===== src/rtl/wb_port_arbiter.sv =====
// wb_port_arbiter
// Round-robin arbiter for the single register-file write port. Channel A
// carries ALU results and channel B carries load results. One transfer is
// accepted per cycle through valid/ready. The winning destination and data
// are registered onto the write port one cycle later. Writes to register 0
// are accepted and counted, but wr_en stays low for them.
//
// Ports:
//   clk, rst_n               clock, asynchronous active-low reset
//   a_valid/a_addr/a_data    channel A (ALU) request; a_ready accepts it
//   b_valid/b_addr/b_data    channel B (load) request; b_ready accepts it
//   stall                    write port busy, no grant while high
//   clr_cnt                  synchronous clear of both transfer counters
//   sel                      registered write-back MUX select (0 = A, 1 = B)
//   wr_en/wr_addr/wr_data    registered register-file write port
//   cnt_a/cnt_b              saturating per-channel transfer counters
module wb_port_arbiter #(
  parameter int unsigned WIDTH = 32,
  parameter int unsigned AW    = 5
) (
  input  logic             clk,
  input  logic             rst_n,
  input  logic             a_valid,
  input  logic [AW-1:0]    a_addr,
  input  logic [WIDTH-1:0] a_data,
  output logic             a_ready,
  input  logic             b_valid,
  input  logic [AW-1:0]    b_addr,
  input  logic [WIDTH-1:0] b_data,
  output logic             b_ready,
  input  logic             stall,
  input  logic             clr_cnt,
  output logic             sel,
  output logic             wr_en,
  output logic [AW-1:0]    wr_addr,
  output logic [WIDTH-1:0] wr_data,
  output logic [15:0]      cnt_a,
  output logic [15:0]      cnt_b
);

  typedef enum logic {
    PRI_A = 1'b0,
    PRI_B = 1'b1
  } pri_e;

  pri_e             pri_q, pri_d;
  logic             sel_q, sel_d;
  logic             wr_en_q, wr_en_d;
  logic [AW-1:0]    wr_addr_q, wr_addr_d;
  logic [WIDTH-1:0] wr_data_q, wr_data_d;
  logic [15:0]      cnt_a_q, cnt_a_d;
  logic [15:0]      cnt_b_q, cnt_b_d;

  logic grant_a, grant_b;
  logic xfer_a, xfer_b;

  // Grants depend only on valids and priority, never on the readys.
  assign grant_a = a_valid & (~b_valid | (pri_q == PRI_A));
  assign grant_b = b_valid & (~a_valid | (pri_q == PRI_B));

  // rst_n gates the readys so nothing is accepted while reset is held.
  assign a_ready = grant_a & ~stall & rst_n;
  assign b_ready = grant_b & ~stall & rst_n;

  assign xfer_a = a_valid & a_ready;
  assign xfer_b = b_valid & b_ready;

  always_comb begin
    pri_d     = pri_q;
    sel_d     = sel_q;
    wr_en_d   = 1'b0;
    wr_addr_d = wr_addr_q;
    wr_data_d = wr_data_q;
    cnt_a_d   = cnt_a_q;
    cnt_b_d   = cnt_b_q;

    // Data of the losing or idle channel is never selected, so X on a
    // non-valid channel cannot reach the port.
    if (xfer_a) begin
      pri_d     = PRI_B;
      sel_d     = 1'b0;
      wr_addr_d = a_addr;
      wr_data_d = a_data;
      wr_en_d   = (a_addr != '0);
    end else if (xfer_b) begin
      pri_d     = PRI_A;
      sel_d     = 1'b1;
      wr_addr_d = b_addr;
      wr_data_d = b_data;
      wr_en_d   = (b_addr != '0);
    end

    if (clr_cnt) begin
      cnt_a_d = '0;
      cnt_b_d = '0;
    end else begin
      if (xfer_a && (cnt_a_q != '1)) cnt_a_d = cnt_a_q + 16'd1;
      if (xfer_b && (cnt_b_q != '1)) cnt_b_d = cnt_b_q + 16'd1;
    end
  end

  always_ff @(posedge clk or negedge rst_n) begin
    if (!rst_n) begin
      pri_q     <= PRI_A;
      sel_q     <= 1'b0;
      wr_en_q   <= 1'b0;
      wr_addr_q <= '0;
      wr_data_q <= '0;
      cnt_a_q   <= '0;
      cnt_b_q   <= '0;
    end else begin
      pri_q     <= pri_d;
      sel_q     <= sel_d;
      wr_en_q   <= wr_en_d;
      wr_addr_q <= wr_addr_d;
      wr_data_q <= wr_data_d;
      cnt_a_q   <= cnt_a_d;
      cnt_b_q   <= cnt_b_d;
    end
  end

  assign sel     = sel_q;
  assign wr_en   = wr_en_q;
  assign wr_addr = wr_addr_q;
  assign wr_data = wr_data_q;
  assign cnt_a   = cnt_a_q;
  assign cnt_b   = cnt_b_q;

endmodule


===== config.mk =====
export PLATFORM = sky130hd
export DESIGN_NAME = wb_port_arbiter
export DESIGN_NICKNAME = d
export VERILOG_FILES = /design/src/rtl/wb_port_arbiter.sv
export SDC_FILE = /design/constraint.sdc
export NUM_CORES = 1
export LEC_CHECK = 0
export CORE_ASPECT_RATIO = 1.1
export CORE_MARGIN = 1
export CORE_UTILIZATION = 44
export CTS_BUF_LIST = sky130_fd_sc_hd__clkbuf_8
export DETAILED_ROUTE_END_ITERATION = 10
export PLACE_DENSITY = 0.9
export RECOVER_POWER = 100
export SLEW_MARGIN = 20
export SYNTH_ARGS = -nofsm -noshare
export SYNTH_HDL_FRONTEND = slang
export SYNTH_SLANG_ARGS = --single-unit
export TNS_END_PERCENT = 20

===== constraint.sdc =====
create_clock -name clk -period 1.95 [get_ports clk]
set_input_delay 0.2925 -clock clk [delete_from_list [all_inputs] [get_ports clk]]
set_output_delay 0.2925 -clock clk [all_outputs]
set_load 0.01 [all_outputs]

### Word level (Yosys, flattened, before mapping)

Cells that the tools add are included.
Widths: inputs -> output; s select.

| word-level totals | value |
|---|---|
| register bits | 72 |
| bits of input ports | 80 |
| output and inout port bits | 73 |
| word-level logic and storage cells | 46 |

| cells by class | value |
|---|---|
| add/subtract/negate cells | 2 |
| eq/ne operators | 2 |
| multiplexer cells | 14 |
| bitwise operators | 14 |
| reductions and logical operators | 7 |

Operators with widths:

| kind | count |
|---|---|
| $mux 16 | 4 |
| $mux 32 | 2 |
| $add 16x1->16 const B | 2 |
| $ne 16x16->1 const B | 2 |
| $mux 5 | 2 |
| $reduce_bool 5->1 | 2 |
| $and 1x1->1 | 8 |
| $mux 1 | 6 |
| $reduce_bool 2->1 | 3 |
| $not 1->1 | 4 |
| $logic_and 1x1->1 | 2 |
| $or 1x1->1 | 2 |

### Longest topological paths before layout

Gate-level depths: netlist of run 1.

| logic depth | value |
|---|---|
| depth after elaboration | 9 |
| gate-level depth with buffers | 8 |
| gate-level depth less buffers | 5 |

### Least setup slack after synthesis of run 1

Ideal clock, no wire load.

| timing | value |
|---|---|
| kind | reg2reg |
| start point | reg cnt_b_q[0] (netlist: cnt_b[0]) |
| end point | reg cnt_b_q[12] (netlist: cnt_b[12]) |
| setup time | 78 ps |
| data arrival time | 1728 ps |
| required time | 1872 ps |
| slack | 144 ps |
| cell stages (with the launch flop) | 7 |
| path buffers | 1 |
| clock period less this slack | 1806 ps |
| path through | dfrtp_1 -> ha_1 -> nand4_4 -> or2_1 -> buf_6 -> or4_1 -> a21oi_1 |

| on the way | value |
|---|---|
| word-level cells in the longest chain between the ends | 3 |
| elaborated cells on any way between the ends | 6 |
| classes of those cells | add/sub: 1; eq/ne: 1; mux: 2; reduce/logical: 2 |

Ends and longest elaborated chain:

| item | RTL line | RTL |
|---|---|---|
| from (decl) | 52 | `logic [15:0] cnt_b_q, cnt_b_d;` |
| from (signal assigned) | 118 | `cnt_b_q <= cnt_b_d;` |
| $add 16x1->16 or $ne 16x16->1 (tied branches) | 98 | `if (xfer_b && (cnt_b_q != '1)) cnt_b_d = cnt_b_q + 16'd1;` |
| $mux 16 or $logic_and 1x1->1 (tied branches) | 98 |  |
| $mux 16 or $reduce_bool 2->1 (tied branches) | -- |  |

Parallel ways exist; a longest one is shown, timed or not. The select of a mux whose other input is x is not followed.
A chain may end at the register's enable or synchronous reset.

### Final worst setup path of run 1

Same ends and word-level chain as after synthesis.

==> results of run 1 <==
==> per-stage QoR <==
step,std cells,util
6_report,671,0.7008
5_1_grt,671,0.7008
4_1_cts,671,0.7060
3_5_place_dp,655,0.6801
3_3_place_gp,655,0.6801
2_1_floorplan,389,-
==> cells in the mapped netlist, types with 2 or more instances <==
cell | count | share of area
or4_1 | 17 | 0.036
nor2_1 | 21 | 0.022
nor3_1 | 3 | 0.0042
o21ai_1 | 4 | 0.0056
buf_2 | 3 | 0.0042
clkbuf_1 | 16 | 0.017
nor4b_1 | 2 | 0.0049
o31ai_1 | 16 | 0.033
or3_1 | 7 | 0.012
a31oi_1 | 9 | 0.016
nand4_1 | 8 | 0.014
and3b_1 | 2 | 0.0049
o211ai_1 | 2 | 0.0042
nand3_1 | 9 | 0.013
o21ai_0 | 6 | 0.0084
mux2_1 | 5 | 0.016
dfrtp_1 | 72 | 0.50
a22oi_1 | 28 | 0.059
buf_1 | 2 | 0.0021
ha_1 | 2 | 0.0070
nor4_1 | 5 | 0.0087
inv_2 | 2 | 0.0021
a21oi_1 | 24 | 0.033
inv_1 | 7 | 0.0073
nand2_1 | 90 | 0.094
nand3b_1 | 2 | 0.0042
and4_1 | 4 | 0.0098
o41ai_1 | 2 | 0.0049
nor2b_1 | 4 | 0.0070
==> routing by layer <==
layer / share of wire / global-route usage / vias to the layer above
met1: 0.40 / 0.3335 / 1793
met4: 0.025 / 0.1055 / 0
met3: 0.066 / 0.06655 / 19
li1: - / - / 1773
met5: 0 / 0 / -
met2: 0.51 / 0.4246 / 151
==> worst paths after layout <==
path	startpoint	to
worst max register to register	cnt_b[0]$_DFFE_PN0P_	cnt_b[12]$_DFFE_PN0P_
worst max-delay path	cnt_b[0]$_DFFE_PN0P_	cnt_b[12]$_DFFE_PN0P_
max in group asynchronous	rst_n	wr_data[9]$_DFFE_PN0P_
worst min register to register	wr_data[13]$_DFFE_PN0P_	wr_data[13]$_DFFE_PN0P_
min in group asynchronous	rst_n	cnt_a[2]$_DFFE_PN0P_
worst min-delay path	wr_data[13]$_DFFE_PN0P_	wr_data[13]$_DFFE_PN0P_
==> logic make-up after synthesis <==
family / share of synthesized area
and+or+nand+nor: 0.2643
AOI/OAI and AO/OA: 0.1726
DFF: 0.5021
buffers and inverters: 0.03557
muxes: 0.01848
adders and majority gates: 0.006972
==> worst max-delay path: cells and delay by family (launching register included) <==
family,cells,cell delay (ns)
AND/OR/NAND/NOR,3,0.95
AO/OA/AOI/OAI,1,0.17
adder cells (fa/ha/maj),1,0.25
flip-flops,1,0.40
==> flip-flops by register name, summed over array words and instances (netlist names) <==
signal   count
wr_en        1
cnt_a       16
wr_addr      5
wr_data     32
cnt_b       16
pri_q        1
sel          1
==> final cells by class <==
class / instances / area (µm²) / area share
flip-flops and latches: 72 / 1802 / 0.3249
repair buffers: 180 / 1720 / 0.3102
multi-input cells: 286 / 1649 / 0.2974
clock buffers: 11 / 151.4 / 0.02730
well taps: 108 / 135.1 / 0.02437
clock inverters: 5 / 53.80 / 0.009702
inverters: 9 / 33.78 / 0.006092
==> what timing repair did <==
| item | 4_1_cts | 5_1_grt |
|---|---|---|
| gates resized for setup | 3 | 1 |
| endpoints found under the setup margin | 2 | 13 |
| hold buffers | 0 | 0 |
==> power breakdown <==
part	leakage (nW)	internal, mW	switching [mW]
logic	1.44	0.529	0.449
clock network	0.109	0.659	0.567
registers	0.934	1.69	0.106
total	2.48	2.88	1.12
==> out/metrics.csv, run 1 <==
metric;value;unit
vias in the first global route;3705;
fraction of layout cells with a size suffix above 1;0.08881;
synthesized area per cell;9.225;µm²
worst vdd ir;0.4127;mV
reg2reg path depth;5;
largest net degree at the start of global routing;73;
final period utilization;0.9530;
Lkg Pwr;2.483;nW
post-route cell area;5545;µm²
Slew Limit Fails;73;
crit-path max cell delay;0.50;ns
Power Dens Cells;721.2;nW/µm²
Worst setup SP type;flop;
CTS Buf Count;9;
Yosys reg bits;72;
drt total wl;10.57;mm
via/cell ratio;5.568;
H-Tree Depth;3;
initial antenna violation count;0;
DP Worst Slack;-0.1451;ns
violated checks;capacitance limit, slew limit;
Synth Flop Type;dfrtp_1;
Routed WL per cell;15.75;µm
Final TNS setup;0;ns
sequential area share after synthesis;0.5021;
RSZ-0062 raised after global routing;yes;
1st-pass router iterations;5;
minimum clock period;1.858;ns
DR vias;3736;
Final HPWL DP;7.981;mm
# setup viols final;0;
std cell rows;34;
syn_nets;471;
post-CTS setup buffer count;0;
status;complete, but fails checks;
total grt overflow;0;
clock latency on the worst-skew pair;0.34;ns
commonest non-fill, non-tap cell in the layout;nand2_1;
Hold WS;0.4750;ns
Worst-path clk slew;0.08;ns
Tightest Pin Transition;1.590;ns
count of cell types in the netlist;44;
worst path cell trace;ha_2 -> nand4_4 -> or2_1 -> or4_1 -> a21oi_1;
initial drt markers;203;
post-route ant nets;0;
IO Count;153;
max_cap viols;1;
Initial Util;0.4535;
Area after DPL;5381;µm²
Worst Path Required;2.21;ns
Clock Tree Buf Depth;2;
CP arrival;2.12;ns
setup ws final;0.09170;ns
commonest cells after routing, fill and taps aside;90 x nand2_1, 80 x clkdlybuf4s50_1, 72 x dfrtp_1;
clock skew;0.007146;ns
CTS Sinks;72;
EDFF count, synth;0;
CTS root buffer;clkbuf_8;
die area;8521;µm²
Fmax;538.1;MHz
Ys Warns;0;
kind of critical path;flop to flop;
first-pass GRT wire length;17.40;mm
worst min path class;flop to flop;
hold path depth;2;
crit end category;flop;
share of flip-flops with an asynchronous set or reset;1.000;
CP Max Fanout;5;
drt drc;0;
die width;88.11;µm
setup slack, reg-to-reg;0.09;ns
Core Box Area;7913;µm²
PortBufs;152;
cells after synthesis;389;
Die Y;96.72;µm
max_slew headroom;-0.06015;
Layout area overhead;54.53;%
Netlist Area Pre-Place;3588;µm²
Fin. Hold Viols;0;
CP max-delay cell;or4_1;
GPL Wtd Cong;0.8430;
Fillers;590;
CTS tree;yes;
Final #Nets;640;
Global Route Usage Sum;0.2627;
antenna fix cells;0;
Overall Power;3.999;mW
Note: power is estimated with default switching activity, not from simulation.
==> run 2, diff against run 1 <==
SLEW_MARGIN = 25   (was 20)
==> results of run 2 <==
Final layout, timing and power as in run 1 (identical DEF).
